`config.mk`:
```
export PLATFORM = sky130hd
export DESIGN_NAME = fib_bcd_conv
export DESIGN_NICKNAME = d
export VERILOG_FILES = /design/src/rtl/fib_pkg.sv /design/src/rtl/fib_bcd_digit.sv /design/src/rtl/fib_bcd_conv.sv
export SDC_FILE = /design/constraint.sdc
export NUM_CORES = 1
export LEC_CHECK = 0
export ABC_CLOCK_PERIOD_IN_PS = 1300
export CAP_MARGIN = 5
export CORE_MARGIN = 1.5
export CORE_UTILIZATION = 47
export CTS_CLUSTER_DIAMETER = 200
export CTS_CLUSTER_SIZE = 40
export DETAILED_ROUTE_END_ITERATION = 6
export HOLD_SLACK_MARGIN = 0.12
export PLACE_DENSITY = 0.76
export RECOVER_POWER = 25
export SYNTH_ARGS = -nofsm -noshare
export SYNTH_HDL_FRONTEND = slang
export SYNTH_SLANG_ARGS = --single-unit
```
`constraint.sdc`:
```
create_clock -name clk -period 1.3 [get_ports clk]
set_input_delay 0.26 -clock clk [delete_from_list [all_inputs] [get_ports clk]]
set_output_delay 0.26 -clock clk [all_outputs]
set_load 0.05 [all_outputs]
```
`src/rtl/fib_pkg.sv`:
```
// Shared types and defaults for the Fibonacci result path: FSM states,
// default widths and the BCD digit type.
package fib_pkg;

    localparam int unsigned FIB_WIDTH      = 32;
    localparam int unsigned FIB_BCD_DIGITS = 10;

    typedef enum logic [1:0] {
        S_IDLE  = 2'd0,
        S_SHIFT = 2'd1,
        S_DONE  = 2'd2
    } fib_state_e;

    typedef logic [3:0] bcd_digit_t;

endpackage

```
`src/rtl/fib_bcd_digit.sv`:
```
// Double-dabble correction for one BCD digit: add 3 when the digit is 5 or more.
module fib_bcd_digit
    import fib_pkg::*;
(
    input  bcd_digit_t d_in,
    output bcd_digit_t d_out
);

    always_comb begin
        d_out = (d_in >= 4'd5) ? bcd_digit_t'(d_in + 4'd3) : d_in;
    end

endmodule

```
`src/rtl/fib_bcd_conv.sv`:
```
// Sequential binary-to-packed-BCD converter (one bit per clock) with valid/ready
// handshakes on both sides. Define FIB_BCD_DIGCNT_EN to add the out_digits port.
module fib_bcd_conv
    import fib_pkg::*;
#(
    parameter int unsigned WIDTH  = FIB_WIDTH,
    parameter int unsigned DIGITS = FIB_BCD_DIGITS
) (
    input  logic                  clk,
    input  logic                  rst,
    input  logic                  in_valid,
    output logic                  in_ready,
    input  logic [WIDTH-1:0]      in_data,
    output logic                  out_valid,
    input  logic                  out_ready,
    output logic [4*DIGITS-1:0]   out_bcd,
    output logic                  busy
`ifdef FIB_BCD_DIGCNT_EN
    ,
    output logic [3:0]            out_digits
`endif
);

    localparam int unsigned CW = (WIDTH > 1) ? $clog2(WIDTH) : 1;
    localparam logic [CW-1:0] CNT_LAST = CW'(WIDTH - 1);

    fib_state_e            state_q, state_d;
    logic [WIDTH-1:0]      bin_q, bin_d;
    logic [4*DIGITS-1:0]   bcd_q, bcd_d;
    logic [CW-1:0]         cnt_q, cnt_d;

    logic [4*DIGITS-1:0]   bcd_corr;
    logic [4*DIGITS-1:0]   bcd_shift;
    logic [WIDTH-1:0]      bin_shift;

    for (genvar g = 0; g < DIGITS; g++) begin : g_digit
        fib_bcd_digit u_digit (
            .d_in  (bcd_q[4*g +: 4]),
            .d_out (bcd_corr[4*g +: 4])
        );
    end

    // {BCD, binary} shifts as one register; the binary MSB enters the units digit.
    always_comb begin
        bcd_shift = {bcd_corr[4*DIGITS-2:0], bin_q[WIDTH-1]};
        bin_shift = {bin_q[WIDTH-2:0], 1'b0};
    end

    always_comb begin
        state_d = state_q;
        bin_d   = bin_q;
        bcd_d   = bcd_q;
        cnt_d   = cnt_q;
        unique case (state_q)
            S_IDLE: begin
                if (in_valid) begin
                    bin_d   = in_data;
                    bcd_d   = '0;
                    cnt_d   = '0;
                    state_d = S_SHIFT;
                end
            end
            S_SHIFT: begin
                bin_d = bin_shift;
                bcd_d = bcd_shift;
                cnt_d = cnt_q + 1'b1;
                if (cnt_q == CNT_LAST) begin
                    state_d = S_DONE;
                end
            end
            S_DONE: begin
                if (out_ready) begin
                    state_d = S_IDLE;
                end
            end
            default: state_d = S_IDLE;
        endcase
    end

    always_ff @(posedge clk) begin
        if (rst) begin
            state_q <= S_IDLE;
            bin_q   <= '0;
            bcd_q   <= '0;
            cnt_q   <= '0;
        end else begin
            state_q <= state_d;
            bin_q   <= bin_d;
            bcd_q   <= bcd_d;
            cnt_q   <= cnt_d;
        end
    end

    always_comb begin
        in_ready  = (state_q == S_IDLE) && !rst;
        out_valid = (state_q == S_DONE);
        busy      = (state_q != S_IDLE);
        out_bcd   = bcd_q;
    end

`ifdef FIB_BCD_DIGCNT_EN
    logic [3:0] digits_q, digits_d;
    logic [3:0] digits_n;

    // Significant digits of the final shifted value; zero still counts as one.
    always_comb begin
        digits_n = 4'd1;
        for (int unsigned i = 0; i < DIGITS; i++) begin
            if (bcd_shift[4*i +: 4] != 4'd0) begin
                digits_n = 4'(i + 1);
            end
        end
    end

    always_comb begin
        digits_d = digits_q;
        if (state_q == S_IDLE && in_valid) begin
            digits_d = '0;
        end else if (state_q == S_SHIFT && cnt_q == CNT_LAST) begin
            digits_d = digits_n;
        end
    end

    always_ff @(posedge clk) begin
        if (rst) begin
            digits_q <= '0;
        end else begin
            digits_q <= digits_d;
        end
    end

    always_comb begin
        out_digits = digits_q;
    end
`endif

endmodule

```
==> flow_summary_export.csv <==
group,metric,value,unit
status,status,"finished with violations",
status,failed_checks,"setup timing",
global_route,grt_max_degree,37,
drt,antenna_left,0,
placed_design,io_buffers,78,
floorplan,die_x,96.1,um
clock_network,clkTransAtPathRegs,0.09,ns
hold_path,hp-class,"in -> reg",
synthesis,synth_xor_area_share,4.08,%
synthesis,syn-num-nets,546,
layout,layoutNonFillerInstCount,730,
critical_path,arrival,1.24,ns
placed_design,place_congestion,0.839,
global_route,grt_use_total,27.7,%
layout,nNetsFinal,678,
floorplan,initial_core_util,49.1,%
synthesis,synth_edf_count,0,
power,clkPwrFrac,34.2,%
synthesis,synth_compound_area_share,22.1,%
synthesis,synth.distinct_cells,35,
sta,period_minus_slack,1.50,ns
sta,hold_viol_final,0,
clock_network,cts_hold_buf,0,
clock_network,cts_root_buf,"clkbuf_8",
drt,drt_iter0_drc,371,
clock_network,numCtsBuffers,9,
floorplan,ios,79,
layout,antenna_cells,0,
clock_network,cts_tree,"yes",
critical_path,startpoint_type,"flip-flop",
sta,finClkSkew,0.0119,ns
power,p_seq_share,46.0,%
sta,slew_headroom,81.3,%
synthesis,synthSimpleGateAreaFrac,18.8,%
synthesis,synthAdderAreaFrac,6.76,%
synthesis,async_reset_ff_share,0,%
sta,setup_viol,60,
layout,fillers,398,
global_route,grt-ovfl-total,0,
power,p_leak,2.77,nW
sta,grt_setup_unrepaired,"true",
drt,routed_via_density,6.13,
drt,wl_per_cell,21.9,um
job,drv_cap,0,
power,intPower,3.95,mW
critical_path,end_kind,"primary output",
sta,worst_pin_slew,0.280,ns
sta,timing.hold.ws,0.428,ns
global_route,grt_pass1_vias,4091,
layout,drive_gt1_share,46.7,%
synthesis,synth_top_area_share,38.8,%
floorplan,core_area,8300,um2
power,p_comb_share,19.7,%
power,ir_drop,0.752,mV
drt,drcViolationCount,0,
synthesis,syn_area_per_cell,8.35,um2
floorplan,row_count,33,
global_route,grt_pass1_wl,19600,um
synthesis,syn_area,4070,um2
drt,drt-total-wl,16000,um
synthesis,yosysWarningCount,0,
placed_design,dp.cells,679,
sta,fmax,665,MHz
power,swShare,29.2,%
synthesis,synth_seq_cells,79,
clock_network,cts_sinks,79,
critical_path,crit_fanout,6,
clock_network,clock_latency,0.38,ns
drt,vias,4475,
floorplan,die_h,96.1,um
sta,fin_ws,-0.204,ns
sta,min_period_over_period,116,%
synthesis,ys_seq_area_share,38.8,%
placed_design,dp_hpwl,7270,um
sta,slew_viol_final,0,
synthesis,synthTopCellsByArea,"dfxtp_1, nor2_1, ha_1",
layout,fin_area,6970,um2
power,p_sw,1.63,mW
clock_network,htreeDepth,3,
critical_path,required,1.04,ns
drt,first_pass_iters,5,
synthesis,yosysTopAreaCell,"dfxtp_1",
floorplan,dieArea,9240,um2
layout,areaGrowthSynthToFinish,71.1,%
synthesis,muxShareOfSynthArea,2.46,%
clock_network,clockBufferDepth,2,
synthesis,synth_top_family_by_area,"compound AO/OA/AOI/OAI gates",
power,cellPowerDensity,801,nW/um2
power,power,5.58,mW
synthesis,syn_inst,488,
placed_design,post_dp_cell_area,5910,um2
synthesis,ys.flop_type,"dfxtp_1",
global_route,antenna_found_initial,0,
critical_path,critPathKind,"reg -> out",
-- kinds of logic (layout without fill, tap and decap cells) --
logic type      count (synthesis)  count (layout)
flops                          79              79
buf+inv                        65             201
simple gates                  164             165
fa+ha+maj                      22              22
compound gates                129             129
mux                            10              10
xor+xnor                       19              19
-- final timing paths --
| path | startpoint | endpoint | slack (ns) | cells past startpoint |
|---|---|---|---|---|
| max reg2reg | state_q[0] | out_bcd[19] | -0.17 | 6 |
| min | rst | out_bcd[23] | 0.43 | 3 |
| min reg2reg | bin_q[15] | bin_q[15] | 0.50 | 2 |
| max | state_q[1] | busy | -0.20 | 3 |
-- metal layers --
metal  vias up  track usage [%]  wire (um)
met1      2140             31.9       6040
li1       1965                -          -
met4         0             14.3        958
met5         -                0          0
met3        93             4.34       1090
met2       277             49.3       7910
-- registers in the layout, indices dropped and copies added, names as in the netlist --
signal	count
cnt_q	5
out_bcd	40
bin_q	32
state_q	2
-- worst max-delay path, cell delays in order (launching register included) --
cell and delay [ns]:
dfxtp_4 0.35, buf_6 0.13, or2_4 0.25, buf_12 0.15
-- cell usage in the layout (no fill, tap or decap), types with 6 or more instances in the layout --
| cell type | count |
|---|---|
| buf_12 | 36 |
| o21ai_0 | 12 |
| ha_4 | 17 |
| a2bb2oi_1 | 7 |
| nand2b_4 | 11 |
| dfxtp_4 | 19 |
| o21ai_1 | 9 |
| nor3_2 | 6 |
| buf_6 | 18 |
| a22o_1 | 29 |
| a21oi_4 | 10 |
| nor2b_1 | 12 |
| mux2i_1 | 10 |
| inv_2 | 8 |
| nand3_1 | 9 |
| clkdlybuf4s50_1 | 33 |
| inv_1 | 13 |
| xor2_1 | 9 |
| o22ai_1 | 9 |
| dfxtp_2 | 23 |
| inv_4 | 6 |
| dfxtp_1 | 37 |
| buf_4 | 54 |
| clkbuf_16 | 6 |
| xnor2_1 | 8 |
| nor2_1 | 74 |
| nor2_2 | 6 |
| o221a_2 | 6 |
| clkbuf_8 | 11 |
| nor3_1 | 24 |
| a21oi_1 | 24 |
-- synth_stat cells (2+ instances only) --
| cell type | count |
|---|---|
| a2111oi_2 | 4 |
| a21oi_1 | 39 |
| a22o_1 | 29 |
| a22oi_1 | 6 |
| a2bb2oi_1 | 9 |
| buf_1 | 2 |
| buf_2 | 14 |
| buf_4 | 4 |
| clkbuf_1 | 14 |
| dfxtp_1 | 79 |
| ha_1 | 22 |
| inv_1 | 29 |
| mux2i_1 | 10 |
| nand2_1 | 2 |
| nand2b_1 | 12 |
| nand3_1 | 12 |
| nor2_1 | 84 |
| nor2b_1 | 15 |
| nor3_1 | 31 |
| o21ai_0 | 22 |
| o221a_2 | 6 |
| o22ai_1 | 12 |
| or2_2 | 2 |
| xnor2_1 | 10 |
| xor2_1 | 9 |
-- final cells by class --
class                      count  area (um2)  share of cell area [%]
multi-input combinational    345        2910                    41.7
timing repair buffer         155        1910                    27.4
sequential                    79        1680                    24.1
clock buffer                  14         184                    2.64
inverter                      30         143                    2.05
tap                          105         131                    1.88
clock inverter                 2        12.5                   0.179
-- power by group through the flow --
stage / clock network (mW) / registers (mW) / logic [mW]
2_1_floorplan: 0 / 2.59 / 0.484
3_3_place_gp: 0 / 2.60 / 0.751
3_5_place_dp: 0 / 2.60 / 0.772
4_1_cts: 1.83 / 2.55 / 0.905
5_1_grt: 2.01 / 2.58 / 1.15
6_report: 1.91 / 2.57 / 1.10
-- repair_timing --
action | in CTS | in global routing
endpoints found under the hold margin | 0 | 0
setup endpoints to repair | 35 | 84
resized for setup | 62 | 100
pin swaps | 25 | 55
setup buffers | 14 | 16
gates cloned | 2 | 6
-- metrics by stage --
stage                     setup WS (ns)  util (%)  TNS (ns)
after floorplan                  -0.111         -    -0.679
after global placement           -0.316      71.2    -17.00
after detailed placement         -0.374      71.2    -19.44
after CTS                        -0.192      79.0    -0.765
after global routing             -0.227      84.0     -6.73
final                            -0.204      84.0     -4.74
Note: power is estimated with default switching activity, not from simulation.
==> RTL change 1, RTL diff (same flow settings) <==
The package constant `FIB_BCD_DIGITS` goes from 10 to 20.
--- a/src/rtl/fib_pkg.sv
+++ b/src/rtl/fib_pkg.sv
@@ -5,3 +5,3 @@
     localparam int unsigned FIB_WIDTH      = 32;
-    localparam int unsigned FIB_BCD_DIGITS = 10;
+    localparam int unsigned FIB_BCD_DIGITS = 20;
 
Ports: changed (resized out_bcd); port bits go from 79 to 119. The function was not compared with the original's and may differ.
==> RTL change 1 against the original RTL <==
  * The flow still finishes with violations (negative setup slack)
  * Area after synthesis grew 54%
  * Worst setup slack got worse by 0.26 ns
  * Via count increased by 69%
  * Fmax decreased by 15%
  * Core utilization is 7.5 points higher
  * Total power rose by 87%
  * Synthesized cell count is 48% higher
  * Combinational power rose by 40%
  * Sequential cell count rose by 40
  * Final area grew 68%
  * First-iteration DRC count is 140% higher
  * Routed wire length is 100% higher
  * Critical path type is now reg -> reg
  * Largest power group is now the clock network
==> RTL change 1: results (changes against the original RTL) <==
Status
  – Status: finished with violations
  – Failing checks: negative setup slack

Clock network
  – Clock transition at path regs: 0.06 ns (-0.03 ns)
  – Root buffer cell: clkbuf_16

STA
  – Setup violators final: 178 (+200%)
  – WHS: 0.3794 ns (-0.04906 ns)
  – Final WS setup: -0.4633 ns (-0.2589 ns)
  – Clock skew: 0.01155 ns (-0.0003682 ns)

Critical path
  – Worst Setup Path Type: reg -> reg
  – FF-to-FF path depth: 9 (+3)

Cells and area
  – Non-Clock Inverter Count: 64 (+110%)
  – Comb_multi_in: 495 (+43%)
  – Final core utilization: 0.9151 (+0.07508)
  – Buffer share of cell area: 0.3060 (+0.03210)
  – Nets@finish: 1014 (+50%)
  – Clock buf/inv share: 0.05416 (+0.02598)
  – Clock Buffer Count: 24 (+10)
  – FF/Latch Area: 2601 um^2 (+55%)

GRT
  – Global-route wire length before repair: 43660 um (+120%)
  – Largest net degree at the start of global routing: 34 (-8.1%)
  – Met3 Use GR: 0.1207 (+0.07721)
  – GRT Overall Usage: 0.4063 (+0.1288)

Synthesis
  – Synth Area per Inst: 8.661 um^2 (+3.8%)
  – Top post-synthesis cells by count: dfxtp_1 (119), a21oi_1 (89), inv_1 (63)
  – Post-synthesis xor/xnor area fraction: 0.05455 (+0.01370)
  – Netlist cell types: 36 (+2.9%)

Detailed routing
  – Total Routed Length: 32580 um (+100%)
  – Met3 routed WL: 3203 um (+190%)
  – Initial DRC Count: 885 (+140%)
  – DR pass1 iterations: 6 (+1)
  – Wire length on met1: 11200 um (+86%)

Power and ir drop
  – Combinational power: 1.54 mW (+40%)

Die
  – Die Area: 14030 um^2 (+52%)
RTL change 1: changes by cell type after synthesis, moves of 10 or more:
cell      before  now
a21oi_1       39   89
dfxtp_1       79  119
o21ai_0       22   57
inv_1         29   63
a22o_1        29   59
nor2_1        84   57
ha_1          22   42
nand2b_1      12   23
buf_2         14   24
mux2i_1       10   20
o22ai_1       12   22
xnor2_1       10   20
xor2_1         9   19
RTL change 1: timing repair:
action | 4_1_cts | 5_1_grt
setup buffers | 37 | 12
pin swaps | 22 | 73
setup endpoints to repair | 127 | 173
cloned | 16 | 0
resized for setup | 150 | 106
RTL change 1: critical path, cell delays in order, from the launching register on:
cell	delay, ns
dfxtp_2	0.34
buf_6	0.13
buf_6	0.14
inv_4	0.05
nor2_4	0.16
buf_6	0.15
buf_12	0.10
buf_16	0.12
a22oi_2	0.12
nor2_1	0.32
==> RTL change 2, RTL diff (config.mk and constraints unchanged) <==
Made on the original files. Re-encode `fib_state_e` (3 states) as one-hot, 3 bits wide.
--- a/src/rtl/fib_pkg.sv
+++ b/src/rtl/fib_pkg.sv
@@ -7,6 +7,6 @@
 
-    typedef enum logic [1:0] {
-        S_IDLE  = 2'd0,
-        S_SHIFT = 2'd1,
-        S_DONE  = 2'd2
+    typedef enum logic [2:0] {
+        S_IDLE  = 3'b001,
+        S_SHIFT = 3'b010,
+        S_DONE  = 3'b100
     } fib_state_e;
Check against the original RTL: no difference found for any inputs over 10 cycles, from zero or initial values and one cycle with rst high; not proved beyond that.
==> RTL change 2 against the original RTL <==
  * The run still ends with negative setup slack left
  * Synthesized cell count shrank 6.1%
  * Clock power shrank 5%
  * Sequential cell count rose by 1
  * Area after synthesis shrank 2.9%
  * Routed wire length grew 19%
  * Total power is 2.4% higher
  * Worst setup slack got worse by 0.33 ns
  * Final area grew 1.6%
==> RTL change 2: results (changes against the original RTL) <==
GRT
  – Initial antenna violation count: 1 (+1)
  – Grt met2 use: 0.5458 (+0.05288)
  – GRT Overall Usage: 0.3315 (+0.05412)

STA
  – Setup TNS: -27.88 ns (-23.14 ns)
  – WHS: 0.4197 ns (-0.008797 ns)
  – Clock skew: 0.01557 ns (+0.003654 ns)
  – Setup violators final: 85 (+42%)
  – Final WS setup: -0.5374 ns (-0.3330 ns)

Critical path
  – Reg2reg start: state_q[1]$_SDFFE_PP0P_
  – Worst setup path end: bin_q[17]$_SDFFE_PP0P_
  – FF-to-FF path depth: 7 (+1)
  – R2r setup slk: -0.54 ns (-0.37 ns)

Clock network
  – Post CTS Setup Buffer Count: 27 (+13)
  – Post-CTS Resized: 71 (+15%)
  – Clock Sinks: 80 (+1.3%)

Placed design
  – GP Congestion: 0.8489 (+1.2%)
  – Post-DP HPWL: 6888 um (-5.2%)

Cells and area
  – Fraction of layout cells with a size suffix above 1: 0.4867 (+0.01954)

Detailed routing
  – Via/cell ratio: 6.510 (+6.2%)
  – DR WL met2: 8818 um (+12%)
  – Met3 routed WL: 1912 um (+75%)
  – DR WL/cell: 25.50 um (+16%)
  – Vias: 4863 (+8.7%)

Synthesis
  – Top post-synthesis cells by count: dfxtp_1 (80), a21oi_1 (52), nor2_1 (50)
  – Post-synthesis xor/xnor area fraction: 0.04208 (+0.001228)
  – Synth top area cells: dfxtp_1 (40%), ha_1 (7.0%), a21oi_1 (6.6%), a22o_1 (6.4%), a211oi_1 (5.9%)
  – Synth Area in Adders: 0.06960 (+0.002031)
  – Mux share of post-synthesis cell area: 0.02784 (+0.003269)

Power and ir drop
  – Seq pwr: 2.64 mW (+3%)
  – Static Leakage: 2.848 nW (+2.9%)
  – Sw Pwr: 1.817 mW (+11%)
  – Clock Power Share: 0.319 (-0.023)

Status
  – Status: finished with violations
  – Failing checks: negative setup slack

Min path
  – Worst Hold Path EP: cnt_q[4]$_SDFFE_PP0P_
==> RTL change 2: worst reg2reg max path, delay by kind of cell, from the launching register on <==
family / cells / cell delay (ns)
buf+inv: 3 / 0.40
flops: 1 / 0.36
compound gates: 1 / 0.29
simple gates: 3 / 0.67
==> RTL change 2: kinds of logic after synthesis <==
group | after synthesis
compound gates | 141
xor+xnor | 19
fa+ha+maj | 22
buf+inv | 54
flops | 80
mux | 11
simple gates | 131
==> RTL change 2: layout make-up <==
| cell class | instances | area (um^2) | area share |
|---|---|---|---|
| clock buffers | 11 | 152.6 | 0.02156 |
| diodes | 1 | 2.502 | 0.0003534 |
| repair buffers | 192 | 2321 | 0.3278 |
| multi-input cells | 333 | 2691 | 0.3801 |
| well taps | 105 | 131.4 | 0.01855 |
| clock inverters | 4 | 27.53 | 0.003888 |
| flip-flops and latches | 80 | 1673 | 0.2363 |
| inverters | 21 | 81.33 | 0.01149 |
